<file path="src/rtl/hongwai_rx.sv">
// -----------------------------------------------------------------------------
// hongwai_rx
// Infrared receiver/decoder for the air-conditioner remote link.
// The demodulated, active-low IR line is synchronized, and the length of every
// mark and space is measured. A two-segment frame is decoded: lead, 35 data
// bits, connect code, 32 data bits, end mark.
//
// All duration parameters are expressed in clk cycles (125 MHz by default).
//
// Ports:
//   clk          system clock
//   rst          asynchronous reset, active low
//   ir_in        demodulated IR line (low = mark, high = space/idle), async
//   data35       last valid first segment, first received bit at [34]
//   data32       last valid second segment, first received bit at [31]
//   frame_valid  one-cycle pulse when data35/data32 update
//   frame_err    one-cycle pulse when a frame is aborted
//   busy         high whenever the decoder is not idle
// -----------------------------------------------------------------------------
module hongwai_rx #(
    parameter int unsigned LEAD_MARK_MIN  = 937500,
    parameter int unsigned LEAD_MARK_MAX  = 1312500,
    parameter int unsigned LEAD_SPACE_MIN = 437500,
    parameter int unsigned LEAD_SPACE_MAX = 687500,
    parameter int unsigned BIT_MARK_MIN   = 50000,
    parameter int unsigned BIT_MARK_MAX   = 137500,
    parameter int unsigned ZERO_SPACE_MIN = 25000,
    parameter int unsigned ONE_THR        = 112500,
    parameter int unsigned ONE_SPACE_MAX  = 275000,
    parameter int unsigned CONN_SPACE_MIN = 1875000,
    parameter int unsigned CONN_SPACE_MAX = 3125000
) (
    input  logic        clk,
    input  logic        rst,
    input  logic        ir_in,
    output logic [34:0] data35,
    output logic [31:0] data32,
    output logic        frame_valid,
    output logic        frame_err,
    output logic        busy
);

    typedef enum logic [3:0] {
        IDLE, LEAD_M, LEAD_S, D35_M, D35_S, CONN_M, CONN_S, D32_M, D32_S
    } state_t;

    // The duration counter ticks once every two cycles, so its value doubled
    // is the elapsed time in clk cycles; all windows are compared in cycles.
    localparam logic [22:0] LM_LO = 23'(LEAD_MARK_MIN);
    localparam logic [22:0] LM_HI = 23'(LEAD_MARK_MAX);
    localparam logic [22:0] LS_LO = 23'(LEAD_SPACE_MIN);
    localparam logic [22:0] LS_HI = 23'(LEAD_SPACE_MAX);
    localparam logic [22:0] BM_LO = 23'(BIT_MARK_MIN);
    localparam logic [22:0] BM_HI = 23'(BIT_MARK_MAX);
    localparam logic [22:0] BS_LO = 23'(ZERO_SPACE_MIN);
    localparam logic [22:0] ONE_T = 23'(ONE_THR);
    localparam logic [22:0] BS_HI = 23'(ONE_SPACE_MAX);
    localparam logic [22:0] CS_LO = 23'(CONN_SPACE_MIN);
    localparam logic [22:0] CS_HI = 23'(CONN_SPACE_MAX);

    function automatic logic in_win(input logic [22:0] v,
                                    input logic [22:0] lo,
                                    input logic [22:0] hi);
        return (v >= lo) && (v <= hi);
    endfunction

    logic        sync1_q, sync2_q, dly_q;
    logic [21:0] dur_q, dur_d;
    logic        half_q, half_d;
    logic        rise, fall, lvl_edge;
    logic [22:0] cyc;
    logic        bit_val;

    state_t      state_q, state_d;
    logic [5:0]  cnt_q, cnt_d;
    logic [34:0] sh35_q, sh35_d;
    logic [31:0] sh32_q, sh32_d;
    logic [34:0] data35_q, data35_d;
    logic [31:0] data32_q, data32_d;
    logic        valid_q, valid_d;
    logic        err_q, err_d;

    logic [22:0] win_lo, win_hi;
    logic        abort;

    // Synchronizer idles high so a quiet line after reset shows no edge.
    always_ff @(posedge clk or negedge rst) begin
        if (!rst) begin
            sync1_q <= 1'b1;
            sync2_q <= 1'b1;
            dly_q   <= 1'b1;
            dur_q   <= '0;
            half_q  <= 1'b0;
        end else begin
            sync1_q <= ir_in;
            sync2_q <= sync1_q;
            dly_q   <= sync2_q;
            dur_q   <= dur_d;
            half_q  <= half_d;
        end
    end

    assign rise     = sync2_q & ~dly_q;
    assign fall     = ~sync2_q & dly_q;
    assign lvl_edge = rise | fall;
    assign cyc      = {dur_q, 1'b0};
    assign bit_val  = (cyc >= ONE_T);

    // On an edge dur_q still holds the length of the level that just ended.
    always_comb begin
        dur_d  = dur_q;
        half_d = ~half_q;
        if (lvl_edge) begin
            dur_d  = '0;
            half_d = 1'b0;
        end else if (half_q && (dur_q != '1)) begin
            dur_d = dur_q + 22'd1;
        end
    end

    // State register
    always_ff @(posedge clk or negedge rst) begin
        if (!rst) begin
            state_q  <= IDLE;
            cnt_q    <= '0;
            sh35_q   <= '0;
            sh32_q   <= '0;
            data35_q <= '0;
            data32_q <= '0;
            valid_q  <= 1'b0;
            err_q    <= 1'b0;
        end else begin
            state_q  <= state_d;
            cnt_q    <= cnt_d;
            sh35_q   <= sh35_d;
            sh32_q   <= sh32_d;
            data35_q <= data35_d;
            data32_q <= data32_d;
            valid_q  <= valid_d;
            err_q    <= err_d;
        end
    end

    // Acceptance window of the level currently being timed.
    always_comb begin
        win_lo = BM_LO;
        win_hi = BM_HI;
        unique case (state_q)
            LEAD_M:          begin win_lo = LM_LO; win_hi = LM_HI; end
            LEAD_S:          begin win_lo = LS_LO; win_hi = LS_HI; end
            D35_S, D32_S:    begin win_lo = BS_LO; win_hi = BS_HI; end
            CONN_S:          begin win_lo = CS_LO; win_hi = CS_HI; end
            default:         begin win_lo = BM_LO; win_hi = BM_HI; end
        endcase
    end

    // Next-state logic
    always_comb begin
        state_d  = state_q;
        cnt_d    = cnt_q;
        sh35_d   = sh35_q;
        sh32_d   = sh32_q;
        data35_d = data35_q;
        data32_d = data32_q;
        valid_d  = 1'b0;
        err_d    = 1'b0;
        abort    = 1'b0;

        if (state_q == IDLE) begin
            // The rise ending an end mark lands here and is ignored.
            if (fall) state_d = LEAD_M;
        end else if (lvl_edge) begin
            if (!in_win(cyc, win_lo, win_hi)) begin
                abort = 1'b1;
            end else begin
                unique case (state_q)
                    LEAD_M: state_d = LEAD_S;
                    LEAD_S: begin
                        state_d = D35_M;
                        cnt_d   = '0;
                    end
                    D35_M:  state_d = D35_S;
                    D35_S: begin
                        sh35_d = {sh35_q[33:0], bit_val};
                        if (cnt_q == 6'd34) begin
                            cnt_d   = '0;
                            state_d = CONN_M;
                        end else begin
                            cnt_d   = cnt_q + 6'd1;
                            state_d = D35_M;
                        end
                    end
                    CONN_M: state_d = CONN_S;
                    CONN_S: begin
                        state_d = D32_M;
                        cnt_d   = '0;
                    end
                    D32_M:  state_d = D32_S;
                    D32_S: begin
                        sh32_d = {sh32_q[30:0], bit_val};
                        if (cnt_q == 6'd31) begin
                            cnt_d    = '0;
                            data35_d = sh35_q;
                            data32_d = {sh32_q[30:0], bit_val};
                            valid_d  = 1'b1;
                            state_d  = IDLE;
                        end else begin
                            cnt_d   = cnt_q + 6'd1;
                            state_d = D32_M;
                        end
                    end
                    default: state_d = IDLE;
                endcase
            end
        end else if (cyc > win_hi) begin
            // Level has outlasted its window without an edge.
            abort = 1'b1;
        end

        if (abort) begin
            state_d = IDLE;
            err_d   = 1'b1;
        end
    end

    // Output logic
    always_comb begin
        data35      = data35_q;
        data32      = data32_q;
        frame_valid = valid_q;
        frame_err   = err_q;
        busy        = (state_q != IDLE);
    end

endmodule

</file>
<file path="config.mk">
export PLATFORM = sky130hd
export DESIGN_NAME = hongwai_rx
export DESIGN_NICKNAME = d
export VERILOG_FILES = /design/src/rtl/hongwai_rx.sv
export SDC_FILE = /design/constraint.sdc
export NUM_CORES = 1
export LEC_CHECK = 0
export CORE_MARGIN = 5
export CORE_UTILIZATION = 66
export DETAILED_ROUTE_END_ITERATION = 7
export DONT_BUFFER_PORTS = 1
export PLACE_DENSITY = 0.83
export SLEW_MARGIN = 20
export SYNTH_ARGS = -nofsm -noshare
export SYNTH_HDL_FRONTEND = slang
export SYNTH_SLANG_ARGS = --single-unit
</file>
<file path="constraint.sdc">
create_clock -name clk -period 10.4 [get_ports clk]
set_clock_uncertainty 0.05 [all_clocks]
set_input_delay 1.56 -clock clk [delete_from_list [all_inputs] [get_ports clk]]
set_output_delay 1.56 -clock clk [all_outputs]
set_load 0.01 [all_outputs]
</file>
# [After elaboration in Yosys (flattened, before gate mapping)]
# Cells that the tools add are included.
[totals] register_bits=171 input_bits=3 output_inout_bits=70 wordCells=79
[op_classes] n_addsub=2 n_lt_le_gt_ge=4 eq_ne=12 n_mux=26 bitwise=7 n_reduce_logical=15
[op_table] cell="$pmux 22 s4" n=1
[op_table] cell="$pmux 21 s4" n=1
[op_table] cell="$mux 22" n=2
[op_table] cell="$pmux 4 s8" n=1
[op_table] cell="$ge 23x17->1 const B" n=1
[op_table] cell="$ge 23x23->1" n=1
[op_table] cell="$gt 23x23->1" n=1
[op_table] cell="$le 23x23->1" n=1
[op_table] cell="$add 22x1->22 const B" n=1
[op_table] cell="$ne 22x22->1 const B" n=1
[op_table] cell="$mux 4" n=5
[op_table] cell="$pmux 6 s3" n=1
[op_table] cell="$eq 4x3->1 const B" n=4
[op_table] cell="$mux 6" n=2
[op_table] cell="$reduce_and 4->1" n=3
[op_table] cell="$mux 1" n=11
[op_table] cell="$reduce_bool 3->1" n=3
[op_table] cell="$eq 4x2->1 const B" n=2
[op_table] cell="$add 6x1->6 const B" n=1
[op_table] cell="$eq 6x5->1 const B" n=1
[op_table] cell="$eq 6x6->1 const B" n=1
[op_table] cell="$mux 3" n=2
[op_table] cell="$reduce_and 5->1" n=1
[op_table] cell="$eq 4x1->1 const B" n=1
[op_table] cell="other kinds (11)" n=17

# [Depth between registers and ports, before layout]
[logic_depth] ltp_word=10 mapped_depth=20 ltp_nobuf=16

# [Worst setup path after synthesis]
# No wires, ideal clock.
[synth_timing] kind="register to register" startpoint="reg state_q[0]" endpoint="reg data35_q[10] (netlist: data35[10])" setup_time_ns=0.128 arrival_time_ns=3.827 required_time_ns=10.222 path_slack_ns=6.396 stages_incl_launch_ff=17 path_buffers=3 synth_period_minus_slack_ns=4.004 path_cell_list="dfrtp_1 clkbuf_1 nand2b_1 or2_2 inv_1 and2_1 inv_1 ha_1 a21o_1 o41a_1 o31ai_1 nand2_1 o311ai_2 nand3_2 buf_2 buf_4 mux2_1"
[synth_between] elab_chain_len=6 word_cells_on_any_way=14 classes_between="order compare: 2; eq/ne: 5; mux: 2; bitwise: 1; reduce/logical: 4"
[synth_rtl] item="start, declared" line="74" text="state_t state_q, state_d;"
[synth_rtl] item="start signal, assigned" line="133" text="state_q <= state_d;"
[synth_rtl] item="$eq 4x4->1 or $eq 4x3->1 (tied branches)" line="148, 176"
[synth_rtl] item="$reduce_or 2->1" line="148" text="unique case (state_q)"
[synth_rtl] item="$pmux 21 s4 or $pmux 22 s4 (tied branches)" line="148"
[synth_rtl] item="$ge 23x23->1 or $le 23x23->1 (tied branches)" line="64" text="return (v >= lo) && (v <= hi);"
[synth_rtl] item="$logic_and 1x1->1" line="64"
[synth_rtl] item="$reduce_and 5->1 (no line) *"
[synth_rtl] item="end signal, assigned" line="137" text="data35_q <= data35_d;"
[synth_rtl] item="end, declared" line="78" text="logic [34:0] data35_q, data35_d;"
# Every way passes the cells marked *; elsewhere a longest branch is shown, timed or not.
# A chain may end at the register's enable or synchronous reset.

# [Final worst setup path]
[layout_timing] startpoint="reg state_q[0]" endpoint="reg data32_q[10] (netlist: data32[10])"
[layout_between] elab_chain_len=6 word_cells_on_any_way=14 classes_between="order compare: 2; eq/ne: 5; mux: 2; bitwise: 1; reduce/logical: 4"
[layout_rtl] item="$eq 4x4->1 or $eq 4x3->1 (tied branches)" line="148, 176"
[layout_rtl] item="$reduce_or 2->1" line="148"
[layout_rtl] item="$pmux 21 s4 or $pmux 22 s4 (tied branches)" line="148"
[layout_rtl] item="$ge 23x23->1 or $le 23x23->1 (tied branches)" line="64"
[layout_rtl] item="$logic_and 1x1->1" line="64"
[layout_rtl] item="$reduce_and 5->1 (no line) *"
[layout_rtl] item="end signal, assigned" line="138" text="data32_q <= data32_d;"
[layout_rtl] item="end, declared" line="79" text="logic [31:0] data32_q, data32_d;"
# Marks and branches as above.

==> run_results.csv <==
group,metric,value,unit
yosys,syn_area,0.00809,mm2
yosys,synth_area_leaders,"dfrtp_1 52%, mux2_1 18%, ha_1 5.7%",
sta,hold_viol_final,0,
yosys,syn_area_per_cell,12.4,um2
critical_path,cp_top_family,"simple AND/OR/NAND/NOR gates",
critical_path,r2r_cells,14,
clocking,clockRootBuffer,"clkbuf_16",
worst_hold_path,worst_hold_path_type,"reg -> reg",
detailed_routing,drt-pass1-iter-count,5,
sta,period_minus_slack,5.71,ns
yosys,ys_async_sr_fraction,1.00,
die,fp-row-count,40,
power,pwr-share-clk,0.404,
detailed_routing,viasPerCell,6.41,
clocking,cts_sinks,171,
clocking,cts_setup_buffers,0,
clocking,cts_made_buffers,17,
critical_path,crit_arrival,5.95,ns
yosys,synth_top_flop_cell,"dfrtp_1",
power,totalPowerFinal,0.00170,W
die,die_height,121,um
power,p_sw,0.000489,W
sta,min_period_over_period,0.549,
clocking,insertion_delay,0.43,ns
critical_path,worst_path_most_repeated_cell,"inv_1",
critical_path,path_depth,14,
finish,mostFrequentLayoutCells,"168 x dfrtp_1, 130 x mux2_1, 45 x nor2_1, 37 x ha_1, 26 x inv_1",
power,combPwrFrac,0.183,
yosys,synth_top_area_frac,0.520,
sta,slew_violations,0,
critical_path,worstPathCellList,"nand2b_1 -> or2_2 -> inv_1 -> and2_1 -> nor3_1 -> inv_1 -> ha_1 -> nand4_1 -> nor2_1 -> nand2_1 -> nor4_1 -> o31a_1 -> nand3_4 -> mux2_1",
power,power_density,193,mW/mm2
grt,grt_use_total,0.251,
placement,port_buffers,0,
placement,place_congestion,0.931,
critical_path,startpoint_type,"flop",
clocking,clkTransAtPathRegs,0.06,ns
critical_path,rrSetupSlack,4.69,ns
sta,tightest_slew,1.03,ns
finish,fillers,759,
grt,grt_max_degree,172,
detailed_routing,antenna_left,0,
grt,antenna_found_initial,0,
power,switching_share,0.288,
clocking,cts_tree,"done",
clocking,cts_hold_buf,0,
finish,drive_gt1_frac,0.0789,
detailed_routing,vias,5165,
power,p_int,0.00121,W
die,die_w,121,um
power,pwr-share-seq,0.413,
sta,setup_viol,0,
die,initial_core_util,0.674,
yosys,synth_edf_count,0,
sta,tns,0,ns
critical_path,path_max_fanout,67,
die,die_area,0.0146,mm2
yosys,ys.warnings.count,0,
grt,overflow,0,
critical_path,critPathSlowestCell,"nand3_4",
yosys,synth-seq-area-share,0.529,
grt,grt_pass1_wl,28500,um
clocking,cts.path.max_buffers,2,
die,ios,73,
yosys,netlist-cell-type-count,55,
critical_path,worstPathRequired,10.64,ns
detailed_routing,drc_errors,0,
worst_hold_path,hp-start,"sync1_q",
sta,fmax,0.175,GHz
grt,grt_pass1_vias,5426,
detailed_routing,wl_per_cell,21.1,um
finish,area_growth,8.92,%
job,drv_cap,0,
worst_hold_path,min_to,"sync2_q",
outcome,outcome,"completed",
power,ir_worst_vdd,0.105,mV
finish,final_nets,686,
placement,place_hpwl,11100,um
finish,final_cell_area,0.00881,mm2
sta,rsz0062_at_grt,"false",
critical_path,path_class,"reg -> reg",
worst_hold_path,hold_depth,0,
yosys,syn_inst,652,
yosys,synth.net_count,692,
clocking,cts.repair.resized,0,
power,cellLeakagePower,4.53,nW
finish,final_common_cell,"dfrtp_1",
detailed_routing,wirelength,17000,um
critical_path,endpoint_kind,"flop",
critical_path,max_stage_delay,0.79,ns
yosys,ys_seq_elements,171,
detailed_routing,initialDrtViolationCount,487,
sta,max_slew_margin,0.311,
critical_path,r2r_start,"state_q[0]",
die,core,0.0120,mm2
critical_path,worstReg2RegEnd,"data32[10]",
clocking,htree_levels,4,
yosys,synth_area_leader_cell,"dfrtp_1",
critical_path,cp.buffers_inverters,2,
finish,antenna_cells,0,
placement,place_area,0.00817,mm2
## worst register-to-register path, cell delays in order, from the launching register on
cell and delay, ns:
dfrtp_1 0.66, nand2b_1 0.20, or2_2 0.14, inv_1 0.11, and2_1 0.22, nor3_1 0.60
inv_1 0.32, ha_1 0.40, nand4_1 0.11, nor2_1 0.12, nand2_1 0.06, nor4_1 0.56
o31a_1 0.49, nand3_4 0.80, mux2_1 0.74
## routing by layer
| metal | wire [um] | track usage | vias to the layer above |
|---|---|---|---|
| li1 | - | - | 2344 |
| met1 | 6930 | 0.319 | 2613 |
| met2 | 8620 | 0.414 | 181 |
| met4 | 313 | 0.0921 | 0 |
| met3 | 1160 | 0.0669 | 27 |
| met5 | 0 | 0 | - |
## logic make-up (layout without fill, tap and decap cells)
group	count (synthesis)	in the layout	synth area share
flip-flops	171	171	0.529
AND/OR/NAND/NOR	148	148	0.0968
multiplexers	141	141	0.195
AO/OA/AOI/OAI	80	80	0.0711
buffers and inverters	56	63	0.0295
adder cells (fa/ha/maj)	37	37	0.0572
XOR/XNOR	19	19	0.0206
## Yosys cell counts (all sizes together) (9+ instances only)
master	number
o21ai	10
mux2	136
nand4	10
xnor2	15
buf	18
nor2	45
nand3	19
inv	28
nand2b	9
clkbuf	10
nand2	14
a21oi	22
nor3	13
ha	37
dfrtp	168
## power by group through the flow
stage	registers, W	logic, W	clock network [W]
4_1_cts	0.000700	0.000306	0.000695
5_1_grt	0.000703	0.000353	0.000729
2_1_floorplan	0.000695	0.000246	0
3_3_place_gp	0.000710	0.000292	0
3_5_place_dp	0.000712	0.000303	0
6_report	0.000701	0.000312	0.000687
## per-stage QoR
stage	worst slack (ns)	util	instances	hold slack, ns
floorplan	6.40	-	652	0.295
global placement	5.11	0.680	774	0.300
detailed placement	4.91	0.680	774	0.301
CTS	4.79	0.734	806	0.310
global route	4.34	0.734	806	0.312
finish	4.69	0.734	806	0.308
## registers in the layout, indices dropped and copies added (netlist names)
| register | cells |
|---|---|
| sh35_q | 35 |
| cnt_q | 6 |
| state_q | 4 |
| dly_q | 1 |
| frame_valid | 1 |
| sync1_q | 1 |
| frame_err | 1 |
| data32 | 32 |
| sync2_q | 1 |
| dur_q | 22 |
| half_q | 1 |
| sh32_q | 31 |
| data35 | 35 |
## area by class of cell
cell class | instances | area, um2 | share of cell area
inverters | 28 | 105 | 0.0119
multi-input cells | 425 | 3580 | 0.406
clock inverters | 11 | 181 | 0.0206
well taps | 147 | 184 | 0.0209
clock buffers | 21 | 460 | 0.0522
repair buffers | 3 | 22.5 | 0.00256
flip-flops and latches | 171 | 4280 | 0.486
## worst max-delay path by stage
stage          slack (ns)    endpoint       start
3_5_place_dp         4.91  data32[10]  state_q[0]
5_1_grt              4.34  data32[18]  state_q[0]
4_1_cts              4.79  data32[10]  state_q[0]
6_report             4.69  data32[10]  state_q[0]
2_1_floorplan        6.40  data35[10]  state_q[0]
3_3_place_gp         5.11  data32[21]  state_q[0]
Power figures use the tool's default switching activity.
